File: config.mk
export PLATFORM = sky130hd
export DESIGN_NAME = axi_tdd_mw_core_flat
export DESIGN_NICKNAME = d
export VERILOG_FILES = /design/src/rtl/axi_tdd_mw_core_if.sv /design/src/rtl/axi_tdd_mw_core.sv /design/src/flat_wrapper.sv
export SDC_FILE = /design/constraint.sdc
export NUM_CORES = 2
export LEC_CHECK = 0
export CAP_MARGIN = 20
export CORE_AREA = 2 2 476 478
export CTS_BUF_LIST = sky130_fd_sc_hd__clkbuf_8
export CTS_CLUSTER_DIAMETER = 120
export CTS_CLUSTER_SIZE = 14
export DETAILED_ROUTE_END_ITERATION = 8
export DIE_AREA = 0 0 478 480
export GPL_ROUTABILITY_DRIVEN = 1
export PLACE_DENSITY_LB_ADDON = 0.12
export SLEW_MARGIN = 20
export SYNTH_ARGS = -nofsm -noshare
export SYNTH_HDL_FRONTEND = slang
export SYNTH_SLANG_ARGS = --single-unit
File: constraint.sdc
create_clock -name clk -period 8.35 [get_ports clk]
set_clock_uncertainty 0.1 [all_clocks]
set_input_delay 1.2525 -clock clk [delete_from_list [all_inputs] [get_ports clk]]
set_output_delay 1.2525 -clock clk [all_outputs]
set_load 0.02 [all_outputs]
File: src/rtl/axi_tdd_mw_core_if.sv
// rtl/axi_tdd_mw_core_if.sv - register-map config/status and pin bundle for axi_tdd_mw_core
// master = register map side (drives config, reads status); slave = timing core.
interface axi_tdd_mw_core_if #(
   parameter int CHANNEL_COUNT     = 8,
   parameter int WINDOW_COUNT      = 2,
   parameter int REGISTER_WIDTH    = 32,
   parameter int BURST_COUNT_WIDTH = 32
);
   localparam int WIN_TOTAL = CHANNEL_COUNT * WINDOW_COUNT;

   logic                                  tdd_enable;
   logic                                  tdd_sync;
   logic                                  tdd_stop;
   logic [BURST_COUNT_WIDTH-1:0]          burst_count;
   logic [REGISTER_WIDTH-1:0]             startup_delay;
   logic [REGISTER_WIDTH-1:0]             frame_length;
   logic [CHANNEL_COUNT-1:0]              ch_en;
   logic [CHANNEL_COUNT-1:0]              ch_pol;
   logic [WIN_TOTAL-1:0]                  win_en;
   logic [WIN_TOTAL*REGISTER_WIDTH-1:0]   ch_on;
   logic [WIN_TOTAL*REGISTER_WIDTH-1:0]   ch_off;

   logic [1:0]                            tdd_cstate;
   logic                                  tdd_active;
   logic [REGISTER_WIDTH-1:0]             tdd_counter;
   logic [BURST_COUNT_WIDTH-1:0]          tdd_frame_count;
   logic                                  tdd_endof_frame;
   logic [CHANNEL_COUNT-1:0]              tdd_channel;

   modport master (
      output tdd_enable, tdd_sync, tdd_stop, burst_count, startup_delay, frame_length,
             ch_en, ch_pol, win_en, ch_on, ch_off,
      input  tdd_cstate, tdd_active, tdd_counter, tdd_frame_count, tdd_endof_frame,
             tdd_channel
   );

   modport slave (
      input  tdd_enable, tdd_sync, tdd_stop, burst_count, startup_delay, frame_length,
             ch_en, ch_pol, win_en, ch_on, ch_off,
      output tdd_cstate, tdd_active, tdd_counter, tdd_frame_count, tdd_endof_frame,
             tdd_channel
   );
endinterface

File: src/rtl/axi_tdd_mw_core.sv
// rtl/axi_tdd_mw_core.sv - TDD frame FSM with multi-window per-channel output generators
// Timing config is shadowed on sync acceptance; ch_en/ch_pol stay live.
module axi_tdd_mw_core #(
   parameter int                       CHANNEL_COUNT     = 8,
   parameter int                       WINDOW_COUNT      = 2,
   parameter int                       REGISTER_WIDTH    = 32,
   parameter int                       BURST_COUNT_WIDTH = 32,
   parameter logic [CHANNEL_COUNT-1:0] DEFAULT_POLARITY  = '0
) (
   input  logic             clk,
   input  logic             resetn,
   axi_tdd_mw_core_if.slave tdd
);
   localparam int WIN_TOTAL = CHANNEL_COUNT * WINDOW_COUNT;
   localparam logic [REGISTER_WIDTH-1:0]    REG_ONE   = {{(REGISTER_WIDTH-1){1'b0}}, 1'b1};
   localparam logic [BURST_COUNT_WIDTH-1:0] BURST_ONE = {{(BURST_COUNT_WIDTH-1){1'b0}}, 1'b1};

   typedef enum logic [1:0] {
      ST_IDLE    = 2'd0,
      ST_ARMED   = 2'd1,
      ST_WAITING = 2'd2,
      ST_RUNNING = 2'd3
   } state_t;

   state_t                              cstate, nstate;
   logic [REGISTER_WIDTH-1:0]           counter, counter_n;
   logic [BURST_COUNT_WIDTH-1:0]        frame_count, frame_count_n;
   logic                                stop_pending, stop_pending_n;
   logic                                load_shadow;
   logic                                active;

   logic [BURST_COUNT_WIDTH-1:0]        sh_burst_count;
   logic [REGISTER_WIDTH-1:0]           sh_startup_delay;
   logic [REGISTER_WIDTH-1:0]           sh_frame_length;
   logic [WIN_TOTAL-1:0]                sh_win_en;
   logic [WIN_TOTAL*REGISTER_WIDTH-1:0] sh_ch_on;
   logic [WIN_TOTAL*REGISTER_WIDTH-1:0] sh_ch_off;

   logic [CHANNEL_COUNT-1:0]            win_state, win_state_n;
   logic [CHANNEL_COUNT-1:0]            set_hit, clr_hit;
   logic [CHANNEL_COUNT-1:0]            channel, channel_n;
   logic [REGISTER_WIDTH-1:0]           frame_last;
   logic                                end_of_frame;

   // A zero frame length behaves as a one-cycle frame.
   assign frame_last   = (sh_frame_length == '0) ? '0 : sh_frame_length - REG_ONE;
   assign end_of_frame = (cstate == ST_RUNNING) && (counter == frame_last);

   always_comb begin
      nstate         = cstate;
      counter_n      = counter;
      frame_count_n  = frame_count;
      stop_pending_n = stop_pending;
      load_shadow    = 1'b0;
      if (!tdd.tdd_enable) begin
         nstate         = ST_IDLE;
         counter_n      = '0;
         frame_count_n  = '0;
         stop_pending_n = 1'b0;
      end else begin
         case (cstate)
            ST_IDLE: begin
               nstate = ST_ARMED;
            end
            ST_ARMED: begin
               if (tdd.tdd_sync) begin
                  load_shadow   = 1'b1;
                  counter_n     = '0;
                  frame_count_n = '0;
                  nstate        = (tdd.startup_delay != '0) ? ST_WAITING : ST_RUNNING;
               end
            end
            ST_WAITING: begin
               if (counter == sh_startup_delay - REG_ONE) begin
                  counter_n = '0;
                  nstate    = ST_RUNNING;
               end else begin
                  counter_n = counter + REG_ONE;
               end
            end
            ST_RUNNING: begin
               if (tdd.tdd_stop) begin
                  stop_pending_n = 1'b1;
               end
               if (end_of_frame) begin
                  counter_n     = '0;
                  frame_count_n = frame_count + BURST_ONE;
                  // Stop wins over burst completion.
                  if (stop_pending || tdd.tdd_stop) begin
                     nstate         = ST_IDLE;
                     stop_pending_n = 1'b0;
                  end else if ((sh_burst_count != '0) &&
                               (frame_count + BURST_ONE == sh_burst_count)) begin
                     nstate         = ST_ARMED;
                     stop_pending_n = 1'b0;
                  end
               end else begin
                  counter_n = counter + REG_ONE;
               end
            end
            default: begin
               nstate = ST_IDLE;
            end
         endcase
      end
   end

   always_comb begin
      set_hit = '0;
      clr_hit = '0;
      for (int c = 0; c < CHANNEL_COUNT; c++) begin
         for (int w = 0; w < WINDOW_COUNT; w++) begin
            if (sh_win_en[c*WINDOW_COUNT + w]) begin
               if (sh_ch_on[(c*WINDOW_COUNT + w)*REGISTER_WIDTH +: REGISTER_WIDTH] == counter) begin
                  set_hit[c] = 1'b1;
               end
               if (sh_ch_off[(c*WINDOW_COUNT + w)*REGISTER_WIDTH +: REGISTER_WIDTH] == counter) begin
                  clr_hit[c] = 1'b1;
               end
            end
         end
      end
   end

   // Priority per channel: end of frame clears, then set, then clear, else hold.
   always_comb begin
      win_state_n = win_state;
      if (!tdd.tdd_enable) begin
         win_state_n = '0;
      end else if (cstate == ST_RUNNING) begin
         if (end_of_frame) begin
            win_state_n = '0;
         end else begin
            win_state_n = set_hit | (win_state & ~clr_hit);
         end
      end
   end

   assign channel_n = (tdd.ch_en & (win_state_n ^ tdd.ch_pol)) | (~tdd.ch_en & tdd.ch_pol);

   always_ff @(posedge clk or negedge resetn) begin
      if (!resetn) begin
         cstate           <= ST_IDLE;
         counter          <= '0;
         frame_count      <= '0;
         stop_pending     <= 1'b0;
         active           <= 1'b0;
         sh_burst_count   <= '0;
         sh_startup_delay <= '0;
         sh_frame_length  <= '0;
         sh_win_en        <= '0;
         sh_ch_on         <= '0;
         sh_ch_off        <= '0;
         win_state        <= '0;
         channel          <= DEFAULT_POLARITY;
      end else begin
         cstate       <= nstate;
         counter      <= counter_n;
         frame_count  <= frame_count_n;
         stop_pending <= stop_pending_n;
         active       <= (nstate == ST_WAITING) || (nstate == ST_RUNNING);
         win_state    <= win_state_n;
         channel      <= channel_n;
         if (load_shadow) begin
            sh_burst_count   <= tdd.burst_count;
            sh_startup_delay <= tdd.startup_delay;
            sh_frame_length  <= tdd.frame_length;
            sh_win_en        <= tdd.win_en;
            sh_ch_on         <= tdd.ch_on;
            sh_ch_off        <= tdd.ch_off;
         end
      end
   end

   assign tdd.tdd_cstate      = cstate;
   assign tdd.tdd_active      = active;
   assign tdd.tdd_counter     = counter;
   assign tdd.tdd_frame_count = frame_count;
   assign tdd.tdd_endof_frame = end_of_frame;
   assign tdd.tdd_channel     = channel;
endmodule

File: src/flat_wrapper.sv
// flat-port wrapper written by rule: the top's interface ports become plain ports
module axi_tdd_mw_core_flat 
#(
   parameter int                       CHANNEL_COUNT     = 8,
   parameter int                       WINDOW_COUNT      = 2,
   parameter int                       REGISTER_WIDTH    = 32,
   parameter int                       BURST_COUNT_WIDTH = 32,
   parameter logic [CHANNEL_COUNT-1:0] DEFAULT_POLARITY  = '0
)
  (clk, resetn, tdd_tdd_enable, tdd_tdd_sync, tdd_tdd_stop, tdd_burst_count, tdd_startup_delay, tdd_frame_length, tdd_ch_en, tdd_ch_pol, tdd_win_en, tdd_ch_on, tdd_ch_off, tdd_tdd_cstate, tdd_tdd_active, tdd_tdd_counter, tdd_tdd_frame_count, tdd_tdd_endof_frame, tdd_tdd_channel);
  axi_tdd_mw_core_if #(.CHANNEL_COUNT(CHANNEL_COUNT), .WINDOW_COUNT(WINDOW_COUNT), .REGISTER_WIDTH(REGISTER_WIDTH), .BURST_COUNT_WIDTH(BURST_COUNT_WIDTH)) tdd_i ();
  input  logic clk;
  input  logic resetn;
  input wire logic [$bits(tdd_i.tdd_enable)-1:0] tdd_tdd_enable;
  input wire logic [$bits(tdd_i.tdd_sync)-1:0] tdd_tdd_sync;
  input wire logic [$bits(tdd_i.tdd_stop)-1:0] tdd_tdd_stop;
  input wire logic [$bits(tdd_i.burst_count)-1:0] tdd_burst_count;
  input wire logic [$bits(tdd_i.startup_delay)-1:0] tdd_startup_delay;
  input wire logic [$bits(tdd_i.frame_length)-1:0] tdd_frame_length;
  input wire logic [$bits(tdd_i.ch_en)-1:0] tdd_ch_en;
  input wire logic [$bits(tdd_i.ch_pol)-1:0] tdd_ch_pol;
  input wire logic [$bits(tdd_i.win_en)-1:0] tdd_win_en;
  input wire logic [$bits(tdd_i.ch_on)-1:0] tdd_ch_on;
  input wire logic [$bits(tdd_i.ch_off)-1:0] tdd_ch_off;
  output wire logic [$bits(tdd_i.tdd_cstate)-1:0] tdd_tdd_cstate;
  output wire logic [$bits(tdd_i.tdd_active)-1:0] tdd_tdd_active;
  output wire logic [$bits(tdd_i.tdd_counter)-1:0] tdd_tdd_counter;
  output wire logic [$bits(tdd_i.tdd_frame_count)-1:0] tdd_tdd_frame_count;
  output wire logic [$bits(tdd_i.tdd_endof_frame)-1:0] tdd_tdd_endof_frame;
  output wire logic [$bits(tdd_i.tdd_channel)-1:0] tdd_tdd_channel;
  assign tdd_i.tdd_enable = tdd_tdd_enable;
  assign tdd_i.tdd_sync = tdd_tdd_sync;
  assign tdd_i.tdd_stop = tdd_tdd_stop;
  assign tdd_i.burst_count = tdd_burst_count;
  assign tdd_i.startup_delay = tdd_startup_delay;
  assign tdd_i.frame_length = tdd_frame_length;
  assign tdd_i.ch_en = tdd_ch_en;
  assign tdd_i.ch_pol = tdd_ch_pol;
  assign tdd_i.win_en = tdd_win_en;
  assign tdd_i.ch_on = tdd_ch_on;
  assign tdd_i.ch_off = tdd_ch_off;
  assign tdd_tdd_cstate = tdd_i.tdd_cstate;
  assign tdd_tdd_active = tdd_i.tdd_active;
  assign tdd_tdd_counter = tdd_i.tdd_counter;
  assign tdd_tdd_frame_count = tdd_i.tdd_frame_count;
  assign tdd_tdd_endof_frame = tdd_i.tdd_endof_frame;
  assign tdd_tdd_channel = tdd_i.tdd_channel;
  axi_tdd_mw_core #(.CHANNEL_COUNT(CHANNEL_COUNT), .WINDOW_COUNT(WINDOW_COUNT), .REGISTER_WIDTH(REGISTER_WIDTH), .BURST_COUNT_WIDTH(BURST_COUNT_WIDTH), .DEFAULT_POLARITY(DEFAULT_POLARITY)) u_core (.clk(clk), .resetn(resetn), .tdd(tdd_i));
endmodule
==> impl_metrics.yaml <==
logic_synthesis:
  synth_nets: 8524
  yosys_register_bits: 1220
  ys_warn_count: 0
  synth_seq_area_share: 0.493
  synth_ff_type: "dfrtp_1"
  yosysTopAreaCell: "dfrtp_1"
  postSynthAreaPerCell_um2: 8.40
  syn_inst: 7363
  synth_edf_count: 0
  ys_async_sr_fraction: 1.00
  yosysTopAreaCellShare: 0.493
  synth_area_leaders: "dfrtp_1 49%, nand2_1 21%, xnor2_1 13%"
  syn-cell-area_um2: 61900
  yosysUniqueCellTypes: 78
sta:
  relSlewSlack: 0.200
  tightest_slew_ns: 1.18
  slew_viol_final: 0
  finalCritPeriodShare: 0.906
  fin_crit_ns: 7.56
  fmax_mhz: 132
  setup_viol: 0
  hold_viol_final: 0
  rsz0062_at_grt: "false"
  tns_ns: 0
power:
  ir_drop_v: 0.000129
  combPwrFrac: 0.269
  clkPwrFrac: 0.204
  sequentialPowerShare: 0.528
  powerDensity_nw_per_um2: 207
  p_sw_frac: 0.353
  p_switching_mw: 5.77
  internal-power_mw: 10.6
  p_leak_nw: 35.7
  finalPower_mw: 16.4
die:
  row_count: 174
  fp.dieW_um: 478
  die_y_um: 480
  start_util: 0.276
  core_area_um2: 224000
  fp.dieArea_um2: 229000
  ios: 1233
cells_and_area:
  fillers: 23500
  register_area_um2: 30600
  drive_gt1_frac: 0.0343
  fin_cells: 11400
  finalInstanceArea_um2: 79000
  multi_input_area_um2: 29600
  nets: 9521
  utilization: 0.353
  area_growth_pct: 27.7
clock_network:
  cts_setup_buffers: 0
  cts_made_buffers: 98
  h-tree-depth: 3
  clockRootBuffer: "clkbuf_8"
  clk_path_buf_depth: 3
  cts-resized-gates: 0
  cts.sinks: 1220
  clk_pin_slew_ns: 0.10
  insertion_delay_ns: 0.96
  cts_hold_buf: 0
  cts_tree: "built"
worst_setup_path:
  crit_path_start_kind: "register"
  worstPathRequired_ns: 7.00
  cp_max_fo: 12
  end_kind: "output pin"
  slowest_delay_ns: 0.73
  critPathKind: "reg2out"
  crit_chain: "inv_1 -> ha_1 -> nor3b_1 -> nand2_1 -> or4_1 -> mux2i_1 -> nor2_1 -> or4_1 -> nor4_1 -> nand3_1 -> buf_4 -> nor2_1 -> clkdlybuf4s50_1"
  crit_arrival_ns: 6.21
  slowest_stage: "clkdlybuf4s50_1"
detailed_routing:
  via_count: 56000
  drc: 0
  antenna_left: 0
  drt_pass1_iterations: 7
  routed_wirelength_um: 330000
  drt_iter0_markers: 4889
  wl_per_cell_um: 28.9
  vias_per_cell: 4.91
hold_path:
  hp-class: "in2async"
global_route:
  grt_max_degree: 195
  grt_use_met1: 0.381
  grtUsageMet3: 0.0452
  antenna_found_initial: 65
  grt_overflow: 0
  grtUsageTotal: 0.280
  grt_pass1_wl_um: 453000
  grt_pass1_vias: 56800
  use_met2: 0.450
  busiest_layer: "met2"
outcome:
  status: "complete, no violations"
placement:
  dp_cells: 11300
  placedInstanceArea_um2: 77400
  dpl.hpwl_um: 238000
  place_congestion: 0.884
  port_buffers: 1232
flow_run:
  maxCapViolCount: 0
## power groups by stage
stage / registers, mW / logic [mW] / clock network, mW
after global routing: 8.79 / 4.93 / 3.63
after global placement: 8.70 / 4.37 / 0
after detailed placement: 8.73 / 4.40 / 0
after CTS: 8.62 / 4.43 / 3.46
final: 8.63 / 4.40 / 3.33
after floorplan: 8.30 / 2.85 / 0
## state kept, by name (all words and copies together) (netlist names)
register / flops
u_core.sh_ch_off: 512
u_core.tdd.tdd_cstate: 2
u_core.sh_frame_length: 32
u_core.stop_pending: 1
u_core.win_state: 8
u_core.tdd.tdd_channel: 8
u_core.tdd.tdd_active: 1
u_core.sh_startup_delay: 32
u_core.sh_win_en: 16
u_core.tdd.tdd_frame_count: 32
u_core.sh_burst_count: 32
u_core.sh_ch_on: 512
u_core.tdd.tdd_counter: 32
## synthesized netlist by cell type (all sizes together), types with 4 or more instances
| cell | n |
|---|---|
| xor2 | 248 |
| and4 | 5 |
| inv | 41 |
| or3 | 14 |
| nand2b | 13 |
| mux2i | 5 |
| or4 | 25 |
| and2 | 9 |
| xnor2 | 891 |
| a211oi | 9 |
| nor3b | 14 |
| mux2 | 4 |
| nor3 | 52 |
| or2 | 7 |
| o21bai | 7 |
| nor4 | 152 |
| clkbuf | 364 |
| nand4 | 234 |
| nand2 | 3478 |
| a21o | 16 |
| nor2b | 5 |
| a2111oi | 5 |
| o31ai | 17 |
| a22oi | 4 |
| o2111ai | 5 |
| o211ai | 4 |
| o21a | 9 |
| nor2 | 88 |
| buf | 80 |
| and3 | 19 |
| a211o | 9 |
| a21oi | 44 |
| o21ai | 101 |
| dfrtp | 1220 |
| o41ai | 11 |
| o22ai | 17 |
| nand3 | 74 |
| ha | 4 |
| a31oi | 13 |
## critical path, delay by kind of cell, from the launching register on
kind,cells,cell delay (ns)
fa+ha+maj,1,0.21
buf+inv,3,1.15
mux,1,0.27
flops,1,0.46
simple gates,8,3.18
## cell usage in the layout (no fill, tap or decap), types with 5 or more instances in the layout
cell type,n
o21bai_1,7
nor3_1,52
dfrtp_4,32
and2_1,7
a31oi_1,13
nand3_1,73
o41ai_1,10
nand2b_1,13
a211o_1,9
o21a_1,9
inv_1,45
o21ai_0,97
diode_2,43
o31ai_1,17
buf_12,15
o22ai_1,17
nand2_1,3477
or2_2,7
clkdlybuf4s50_1,1231
a21oi_1,44
nand4_1,234
or4_1,24
mux2i_1,5
nor4_2,9
nor4_1,143
nor3b_1,11
or3_1,14
nor2b_1,5
a211oi_1,9
xor2_1,248
buf_4,93
nor2_1,88
xnor2_1,891
dfrtp_1,1188
a21o_1,16
clkbuf_8,99
and3_1,19
and4_1,5
## path summary, 6_finish.rpt
kind / from / to / slack, ns / cells past startpoint
max: u_core.sh_frame_length[0] / tdd_tdd_endof_frame / 0.79 / 13
min in group clk: u_core.sh_ch_on[486] / u_core.sh_ch_on[486] / 0.40 / 2
min: resetn / u_core.sh_ch_off[463] / 0.18 / 1
max reg2reg: u_core.sh_frame_length[0] / u_core.tdd.tdd_frame_count[8] / 2.20 / 13
max in group asynchronous: resetn / u_core.sh_ch_off[360] / 5.77 / 3
min reg2reg: u_core.sh_ch_on[486] / u_core.sh_ch_on[486] / 0.40 / 2
## stage by stage
stage	setup WS [ns]	hold WS, ns
final	0.787	0.184
after global routing	0.426	0.145
after CTS	0.679	0.140
after detailed placement	1.74	0.382
after global placement	1.67	0.378
after floorplan	3.37	0.361
## final cells by class
cell class                      count  share of cell area
Sequential cell                  1220               0.388
Multi-Input combinational cell   5658               0.374
Timing Repair Buffer             1341               0.169
Tap cell                         2992              0.0474
Clock buffer                       99              0.0172
Inverter                           41             0.00195
Clock inverter                     13             0.00147
Antenna cell                       43             0.00136
## kinds of logic (layout without fill, tap and decap cells)
kind of cell | count (synthesis) | after routing | share of synthesized area
buffers and inverters | 485 | 1494 | 0.0300
flip-flops | 1220 | 1220 | 0.493
other | 0 | 43 | 0
adder cells (fa/ha/maj) | 4 | 4 | 0.000809
XOR/XNOR | 1140 | 1140 | 0.162
multiplexers | 9 | 9 | 0.00154
AO/OA/AOI/OAI | 304 | 304 | 0.0325
AND/OR/NAND/NOR | 4201 | 4201 | 0.280
## routing by layer
layer  vias to the layer above  wire (µm)
li1                      25300          -
met1                     28300     147000
met2                      2036     153000
met3                       374      18600
met4                        22      11200
met5                         -        126
No activity file was read; power rests on OpenSTA's default activity.
